File: src/rtl/sprite_write_scheduler.sv
// Frame-synchronous sprite register write scheduler.
// CPU writes are queued during active video and replayed to the addressed
// sprite layer, one per cycle, only while vertical blank is active.
module sprite_write_scheduler #(
  parameter int NUM_LAYERS = 20,
  parameter int DEPTH      = 32,
  parameter int V_ACTIVE   = 480
) (
  input  logic                    clk,
  input  logic                    reset,
  input  logic [31:0]             writedata,
  input  logic [2:0]              address,
  input  logic                    write,
  input  logic                    chipselect,
  input  logic [9:0]              hcount,
  input  logic [9:0]              vcount,
  output logic [NUM_LAYERS-1:0]   layer_we,
  output logic [2:0]              layer_addr,
  output logic [26:0]             layer_data,
  output logic                    frame_commit,
  output logic                    overflow,
  output logic                    bad_id,
  output logic [$clog2(DEPTH):0]  fifo_count
);

  localparam int AW = $clog2(DEPTH);
  localparam int CW = AW + 1;
  localparam logic [CW-1:0] FULL_CNT = CW'(DEPTH);
  localparam logic [9:0]    VA       = 10'(V_ACTIVE);
  localparam logic [5:0]    NL       = 6'(NUM_LAYERS);

  typedef enum logic [1:0] {
    S_WAIT,
    S_DRAIN,
    S_COMMIT,
    S_HOLD
  } state_e;

  state_e                state_q, state_d;
  logic [34:0]           mem_q [DEPTH];
  logic [AW-1:0]         wr_ptr_q, wr_ptr_d;
  logic [AW-1:0]         rd_ptr_q, rd_ptr_d;
  logic [CW-1:0]         count_q, count_d;
  logic                  vblank_r_q, vblank_r_d;
  logic                  vblank_q_q, vblank_q_d;
  logic [NUM_LAYERS-1:0] layer_we_q, layer_we_d;
  logic [2:0]            layer_addr_q, layer_addr_d;
  logic [26:0]           layer_data_q, layer_data_d;
  logic                  frame_commit_q, frame_commit_d;
  logic                  overflow_q, overflow_d;
  logic                  bad_id_q, bad_id_d;

  logic        push_req, ctrl_wr, flush, full, pop, push_ok;
  logic [34:0] head;
  logic [4:0]  head_id;
  logic        head_valid;
  logic        unused_hcount;

  // Decode the Avalon access and the FIFO head entry.
  always_comb begin
    push_req      = chipselect & write & (address != 3'd7);
    ctrl_wr       = chipselect & write & (address == 3'd7);
    flush         = ctrl_wr & writedata[2];
    full          = (count_q == FULL_CNT);
    head          = mem_q[rd_ptr_q];
    head_id       = head[31:27];
    head_valid    = ({1'b0, head_id} < NL);
    unused_hcount = ^hcount;
  end

  // Next-state logic: FSM, FIFO pointers/occupancy, output registers, flags.
  always_comb begin
    state_d        = state_q;
    frame_commit_d = 1'b0;
    case (state_q)
      S_WAIT:   if (vblank_r_q & ~vblank_q_q) state_d = S_DRAIN;
      S_DRAIN:  if (!vblank_r_q || count_q == '0) begin
                  state_d        = S_COMMIT;
                  frame_commit_d = 1'b1;
                end
      S_COMMIT: state_d = S_HOLD;
      S_HOLD:   if (!vblank_r_q) state_d = S_WAIT;
      default:  state_d = S_WAIT;
    endcase

    // Pop only in cycles where DRAIN is not about to exit; a flush suppresses it.
    pop     = (state_q == S_DRAIN) & vblank_r_q & (count_q != '0) & ~flush;
    // A full FIFO still accepts a push when the same cycle frees a slot.
    push_ok = push_req & (~full | pop);

    wr_ptr_d = wr_ptr_q;
    rd_ptr_d = rd_ptr_q;
    count_d  = count_q;
    if (flush) begin
      wr_ptr_d = '0;
      rd_ptr_d = '0;
      count_d  = '0;
    end else begin
      if (push_ok) wr_ptr_d = wr_ptr_q + AW'(1);
      if (pop)     rd_ptr_d = rd_ptr_q + AW'(1);
      count_d = count_q + CW'(push_ok) - CW'(pop);
    end

    vblank_r_d = (vcount >= VA);
    vblank_q_d = vblank_r_q;

    layer_we_d   = '0;
    layer_addr_d = layer_addr_q;
    layer_data_d = layer_data_q;
    if (pop && head_valid) begin
      layer_we_d   = NUM_LAYERS'(1) << head_id;
      layer_addr_d = head[34:32];
      layer_data_d = head[26:0];
    end

    // Clears apply first so an error seen in the same cycle is not lost.
    overflow_d = overflow_q;
    if (ctrl_wr && writedata[0]) overflow_d = 1'b0;
    if (push_req && full && !pop) overflow_d = 1'b1;

    bad_id_d = bad_id_q;
    if (ctrl_wr && writedata[1]) bad_id_d = 1'b0;
    if (pop && !head_valid) bad_id_d = 1'b1;
  end

  // FIFO storage; contents need no reset because occupancy governs validity.
  always_ff @(posedge clk) begin
    if (push_ok && !flush) mem_q[wr_ptr_q] <= {address, writedata};
  end

  // State and output registers with synchronous reset.
  always_ff @(posedge clk) begin
    if (reset) begin
      state_q        <= S_WAIT;
      wr_ptr_q       <= '0;
      rd_ptr_q       <= '0;
      count_q        <= '0;
      vblank_r_q     <= 1'b0;
      vblank_q_q     <= 1'b0;
      layer_we_q     <= '0;
      layer_addr_q   <= '0;
      layer_data_q   <= '0;
      frame_commit_q <= 1'b0;
      overflow_q     <= 1'b0;
      bad_id_q       <= 1'b0;
    end else begin
      state_q        <= state_d;
      wr_ptr_q       <= wr_ptr_d;
      rd_ptr_q       <= rd_ptr_d;
      count_q        <= count_d;
      vblank_r_q     <= vblank_r_d;
      vblank_q_q     <= vblank_q_d;
      layer_we_q     <= layer_we_d;
      layer_addr_q   <= layer_addr_d;
      layer_data_q   <= layer_data_d;
      frame_commit_q <= frame_commit_d;
      overflow_q     <= overflow_d;
      bad_id_q       <= bad_id_d;
    end
  end

  assign layer_we     = layer_we_q;
  assign layer_addr   = layer_addr_q;
  assign layer_data   = layer_data_q;
  assign frame_commit = frame_commit_q;
  assign overflow     = overflow_q;
  assign bad_id       = bad_id_q;
  assign fifo_count   = count_q;

endmodule

File: config.mk
export PLATFORM = sky130hd
export DESIGN_NAME = sprite_write_scheduler
export DESIGN_NICKNAME = d
export VERILOG_FILES = /design/src/rtl/sprite_write_scheduler.sv
export SDC_FILE = /design/constraint.sdc
export NUM_CORES = 1
export LEC_CHECK = 0
export ABC_AREA = 1
export BUFFER_PORTS_ARGS = -buffer_cell sky130_fd_sc_hd__buf_2
export CAP_MARGIN = 20
export CORE_MARGIN = 10
export CORE_UTILIZATION = 35
export CTS_CLUSTER_SIZE = 20
export DETAILED_ROUTE_END_ITERATION = 12
export GPL_ROUTABILITY_DRIVEN = 0
export PLACE_DENSITY = 0.51
export SYNTH_ARGS = -nofsm -noshare
export SYNTH_HDL_FRONTEND = slang
export SYNTH_SLANG_ARGS = --single-unit
File: constraint.sdc
create_clock -name clk -period 3.5 [get_ports clk]
set_clock_uncertainty 0.05 [all_clocks]
set_input_delay 0.525 -clock clk [delete_from_list [all_inputs] [get_ports clk]]
set_output_delay 0.525 -clock clk [all_outputs]
set_load 0.005 [all_outputs]
[Word level (Yosys, flattened, before mapping)]
Memories as Yosys holds them, arrays and structs flattened. A register that Yosys moved wholly into a read port is not among the register bits.
Cells that the tools add are included.
Operators by class
  $add $sub $neg: 4
  $lt $le $gt $ge: 2
  equal/unequal tests: 9
  shifts and indexed selects: 1
  muxes and demuxes: 13
  bitwise logic cells: 15
  reductions and logical operators: 21
Operator list (count)
  $shl 1x5->20 const A: 1
  $add 5x1->5 const B: 2
  $ge 10x9->1 const B: 1
  $mux 5: 2
  $and 1x1->1: 9
  $pmux 2 s4: 1
  $logic_and 1x1->1: 7
  $mux 1: 7
  $add 6x1->6: 1
  $eq 6x6->1 const B: 1
  $logic_not 6->1: 1
  $mux 2: 3
  $ne 2x2->1 const B: 3
  $reduce_bool 6->1: 1
  $reduce_or 2->1: 3
  $sub 6x1->6: 1
  $lt 5x5->1 const B: 1
  $not 1->1: 5
  $eq 2x2->1 const B: 2
  $logic_not 1->1: 4
  $reduce_bool 2->1: 2
  $eq 3x3->1 const B: 1
  $ne 3x3->1 const B: 1
  $reduce_and 3->1: 1
  4 further kinds: 4
Storage, ports and cells
  register bits after elaboration: 73
  memory bits (writable): 1120
  input bits: 59
  output and inout bits: 59
  logic and storage cells: 78
  memories: 1
Memories
  mem_q: words 32, width 35, read ports 1, clocked after memory_dff 1, write ports 1, RTL line 40  | logic [34:0] mem_q [DEPTH];

[Logic depth before layout (Yosys ltp)]
  depth after elaboration: 10
  mapped depth: 21

[Worst setup path after synthesis]
Ideal clock, no wire load.
  path type: register to register
  start point: register count_q[2] (netlist: fifo_count[2])
  end point: memory mem_q[11][0], enable pin
  library setup time: 0.427 ns
  arrival: 3.228 ns
  slack: -0.205 ns
  stages on the path, launching flop included: 13
  clock period less this slack: 3.705 ns
  cell sequence: dfxtp_1 -> inv_1 -> ha_1 -> nor3b_1 -> nand2_1 -> nand2_1 -> inv_1 -> nand2_1 -> inv_1 -> nand2_1 -> a21oi_2 -> nand2_1 -> nor2_1
On the way
  word-level cells in the longest chain between the ends: 8
  elaborated cells between the ends (all ways): 10
  those cells by class: eq/ne (1); mux (2); bitwise (5); reduce/logical (2)
Ends and longest elaborated chain
  start: declaration: RTL line 43  | logic [CW-1:0] count_q, count_d;
  start signal: assignment: RTL line 150  | count_q <= count_d;
  $reduce_bool 6->1: RTL line 87  | pop = (state_q == S_DRAIN) & vblank_r_q & (count_q != '0) & ~flush;
  $and 1x1->1 (2 in series): RTL line 87
  $or 1x1->1 (*): RTL line 89  | push_ok = push_req & (~full | pop);
  $and 1x1->1 (*): RTL line 89
  $logic_and 1x1->1 (*): RTL line 128  | if (push_ok && !flush) mem_q[wr_ptr_q] <= {address, writedata};
  $mux 1 (*): RTL line 128
  $mux 1 (implied by the code) (*): RTL line 128
  end: declaration: RTL line 40
Every way passes the cells marked *; elsewhere a longest branch is shown, timed or not.

[Final worst setup path]
  start point: register count_q[2] (netlist: fifo_count[2])
  end point: register count_q[4] (netlist: fifo_count[4])
On the way
  word-level cells in the longest chain between the ends: 7
  elaborated cells between the ends (all ways): 9
  those cells by class: add/sub (2); eq/ne (1); bitwise (5); reduce/logical (1)
Ends and longest elaborated chain
  $reduce_bool 6->1: RTL line 87
  $and 1x1->1 (2 in series): RTL line 87
  $or 1x1->1: RTL line 89
  $and 1x1->1: RTL line 89
  $add 6x1->6: RTL line 101  | count_d = count_q + CW'(push_ok) - CW'(pop);
  $sub 6x1->6 (*): RTL line 101
Marks and branches as above.
A chain may end at the register's enable or synchronous reset.

==> metrics.md <==
| Metric | Value |
|---|---|
| Htree depth | `4` |
| Total CTS buffers | `131` |
| DR WL/cell | `23.7 microns` |
| Vias | `31,706` |
| Synth Net Count | `4,209` |
| Crit end category | `register` |
| CTS max path bufs | `3` |
| GRT busiest layer | `met2` |
| VDD IR-drop max | `0.576 mV` |
| Hold_buf cts | `4` |
| Antenna-violating nets left | `0` |
| Setup CP Type | `reg -> reg` |
| GRT Overall Usage | `18.7%` |
| Min cycle time layout | `3.18 ns` |
| RSZ-0062 raised after global routing | `no` |
| Die footprint | `0.154 sq mm` |
| CORE AREA | `0.137 sq mm` |
| # IOs | `118` |
| Number of flops mapped to enable cells by yosys | `1,120` |
| Final setup vio count | `0` |
| Outcome | `finished, final reports clean` |
| Clk_lat worst skew | `0.76 ns` |
| TritonCTS clock tree | `yes` |
| Final wirelength | `146,000 microns` |
| Relative slew slack | `36.5%` |
| Yosys warnings | `0` |
| Drt first pass iters | `5` |
| IO buf count | `102` |
| GRT overflow | `0` |
| Global Route met1 Usage | `26.3%` |
| Largest net degree at the start of global routing | `122` |
| Post-route setup slack | `0.321 ns` |
| Critical path fanouts, max | `7` |
| Post-Syn Instances | `4,131` |
| Final period util | `90.8%` |
| Register area | `0.0352 sq mm` |
| Slew Limit Fails | `0` |
| PwrDens | `591 mW/mm^2` |
| Max cap viols | `0` |
| Initial drt markers | `3,119` |
| DR DRC count | `0` |
| DP Worst Slack | `0.192 ns` |
| Layout area overhead | `15.3%` |
| Initial antenna violation count | `12` |
| Post-CTS Setup Bufs | `0` |
| Seq cells post-synth | `1,198` |
| Post-cts sizing count | `0` |
| Pleak | `19.6 nW` |
| Core Rows | `136` |
| Sink Count | `1,198` |
| Clock slew at reported path FFs | `0.06 ns` |
| Synth area leader | `edfxtp_1` |
| # nets final | `4,333` |
| Die X-Extent | `392 microns` |
| First-pass GRT wire length | `211,000 microns` |
| Class of the worst hold path | `in -> reg` |
| Multi-input gate area | `0.0116 sq mm` |
| Top_reg_cell synth | `edfxtp_1` |
| Die height | `392 microns` |
| Worst Max-Slew Pin Slew | `0.953 ns` |
| Fraction of layout cells with a size suffix above 1 | `11.0%` |
| Synth Cell Area | `0.0485 sq mm` |
| Ys async rst share | `0%` |
| Yosys cell types | `36` |
| Initial Util | `35.3%` |
| Arrival @ worst endpoint | `3.76 ns` |
| Kind of start point of the critical path | `register` |
| Max Fclk | `0.315 GHz` |
| Design Area, Final | `0.0559 sq mm` |
| Grt met3 use | `3.61%` |
| HPWL after DPL | `78,300 microns` |
| Final hold vios | `0` |
| Placed cell areas | `0.0517 sq mm` |
| Vias in the first global route | `30,248` |
| Via density | `5.15` |
| Sequential fraction of the synthesis area | `72.6%` |
| Fill count | `12,989` |
| CP required | `4.08 ns` |
| Avg Cell Area, Syn | `11.7 sq um` |
| Met2 GRT Util | `29.5%` |
| Area fraction of the dominant cell type after synthesis | `69.4%` |
| Root Buffer | `clkbuf_16` |
| Top cells by area, synth | `edfxtp_1, nor2_1, nand2_1, nand3_1, dfxtp_1` |
| Final core utilization | `40.7%` |
==> logic make-up (layout without fill, tap and decap cells) <==
group	count (synthesis)	in the layout	share of synthesized area [%]
AOI/OAI and AO/OA	578	578	6.34
xor gates and xnor gates	3	3	0.0542
adders and majority gates	19	19	0.506
buffers and inverters	352	584	3.89
DFF	1198	1198	72.6
other	0	3	0
and+or+nand+nor	1981	1981	16.6
==> synthesized netlist by cell type (4+ instances only) <==
library cell     n
a21oi_1         64
buf_1           31
buf_2           56
buf_4           29
buf_6           48
clkbuf_1        87
dfxtp_1         78
edfxtp_1      1120
ha_1            18
inv_1           90
inv_2            6
nand2_1        621
nand3_1        448
nand4_1          4
nor2_1         893
o211ai_1        62
o21a_1           4
o21ai_0        277
o21ai_1        165
==> stage by stage <==
stage	hold slack [ns]	power, W	TNS [ns]	instances
floorplan	0.388	0.0186	-211.33	4131
global placement	0.410	0.0199	0	5912
detailed placement	0.419	0.0199	0	5912
CTS	0.0483	0.0333	0	6157
global route	0.0370	0.0343	0	6157
finish	0.0734	0.0331	0	6160
==> sequential cells by signal, summed over array words and instances (netlist names), named ones only <==
register,cells
rd_ptr_q,5
layer_data,27
overflow,1
frame_commit,1
layer_we,20
state_q,2
vblank_q_q,1
wr_ptr_q,5
mem_q,1120
bad_id,1
layer_addr,3
fifo_count,6
vblank_q_d,1
==> cell usage in the layout (no fill, tap or decap), drive strengths merged, types with 7 or more instances in the layout <==
cell    netlist  routed
a21oi        65      65
buf         166     240
bufinv        0       7
clkbuf       87     177
clkinv        2      45
dfxtp        78      78
edfxtp     1120    1120
ha           18      18
inv          97     107
nand2       627     627
nand3       448     448
nor2        895     895
o211ai       62      62
o21ai       442     442
==> worst max-delay path, cell delays in order (launching register included) <==
cell and delay, ns:
dfxtp_1 0.36, inv_1 0.07, ha_1 0.19, nor3b_1 0.14, nand2_1 0.08, nand2_1 0.05, inv_1 0.07, nand2_1 0.06
inv_1 0.12, nand2_1 0.19, a21oi_2 0.23, xor2_1 0.19, ha_1 0.19, inv_1 0.06, fa_1 0.42, nor2_1 0.16
nor2_1 0.06, o21bai_1 0.16, or2_2 0.13, a21oi_1 0.05
==> per-layer routing <==
metal,wire length [microns],part of all wire [%],vias to the layer above
met2,67700,46,1023
li1,-,-,14735
met3,9860,6.8,207
met4,2950,2.0,0
met5,0,0,-
met1,65500,45,15741
==> path summary, 6_finish.rpt <==
kind	from	end	slack [ns]	depth (start not counted)
hold / removal	writedata[2]	mem_q[25][2]	0.07	1
setup / recovery	fifo_count[2]	fifo_count[4]	0.32	19
setup reg to reg	fifo_count[2]	fifo_count[4]	0.32	19
hold reg to reg	rd_ptr_q[4]	register	0.43	2
==> layout make-up <==
type	count	share of cell area, %
sequential	1198	63.0
multi-input combinational	2581	20.8
clock buffer	177	6.47
tap	1794	4.01
timing repair buffer	244	4.00
clock inverter	64	0.980
inverter	99	0.721
antenna	3	0.0134
==> power breakdown <==
part	switching [W]	leakage, nW	internal (W)
Sequential	0.0000972	10.7	0.0158
Clock	0.00569	2.03	0.00780
Combinational	0.00260	6.87	0.00107
(Power assumes the default switching activity.)
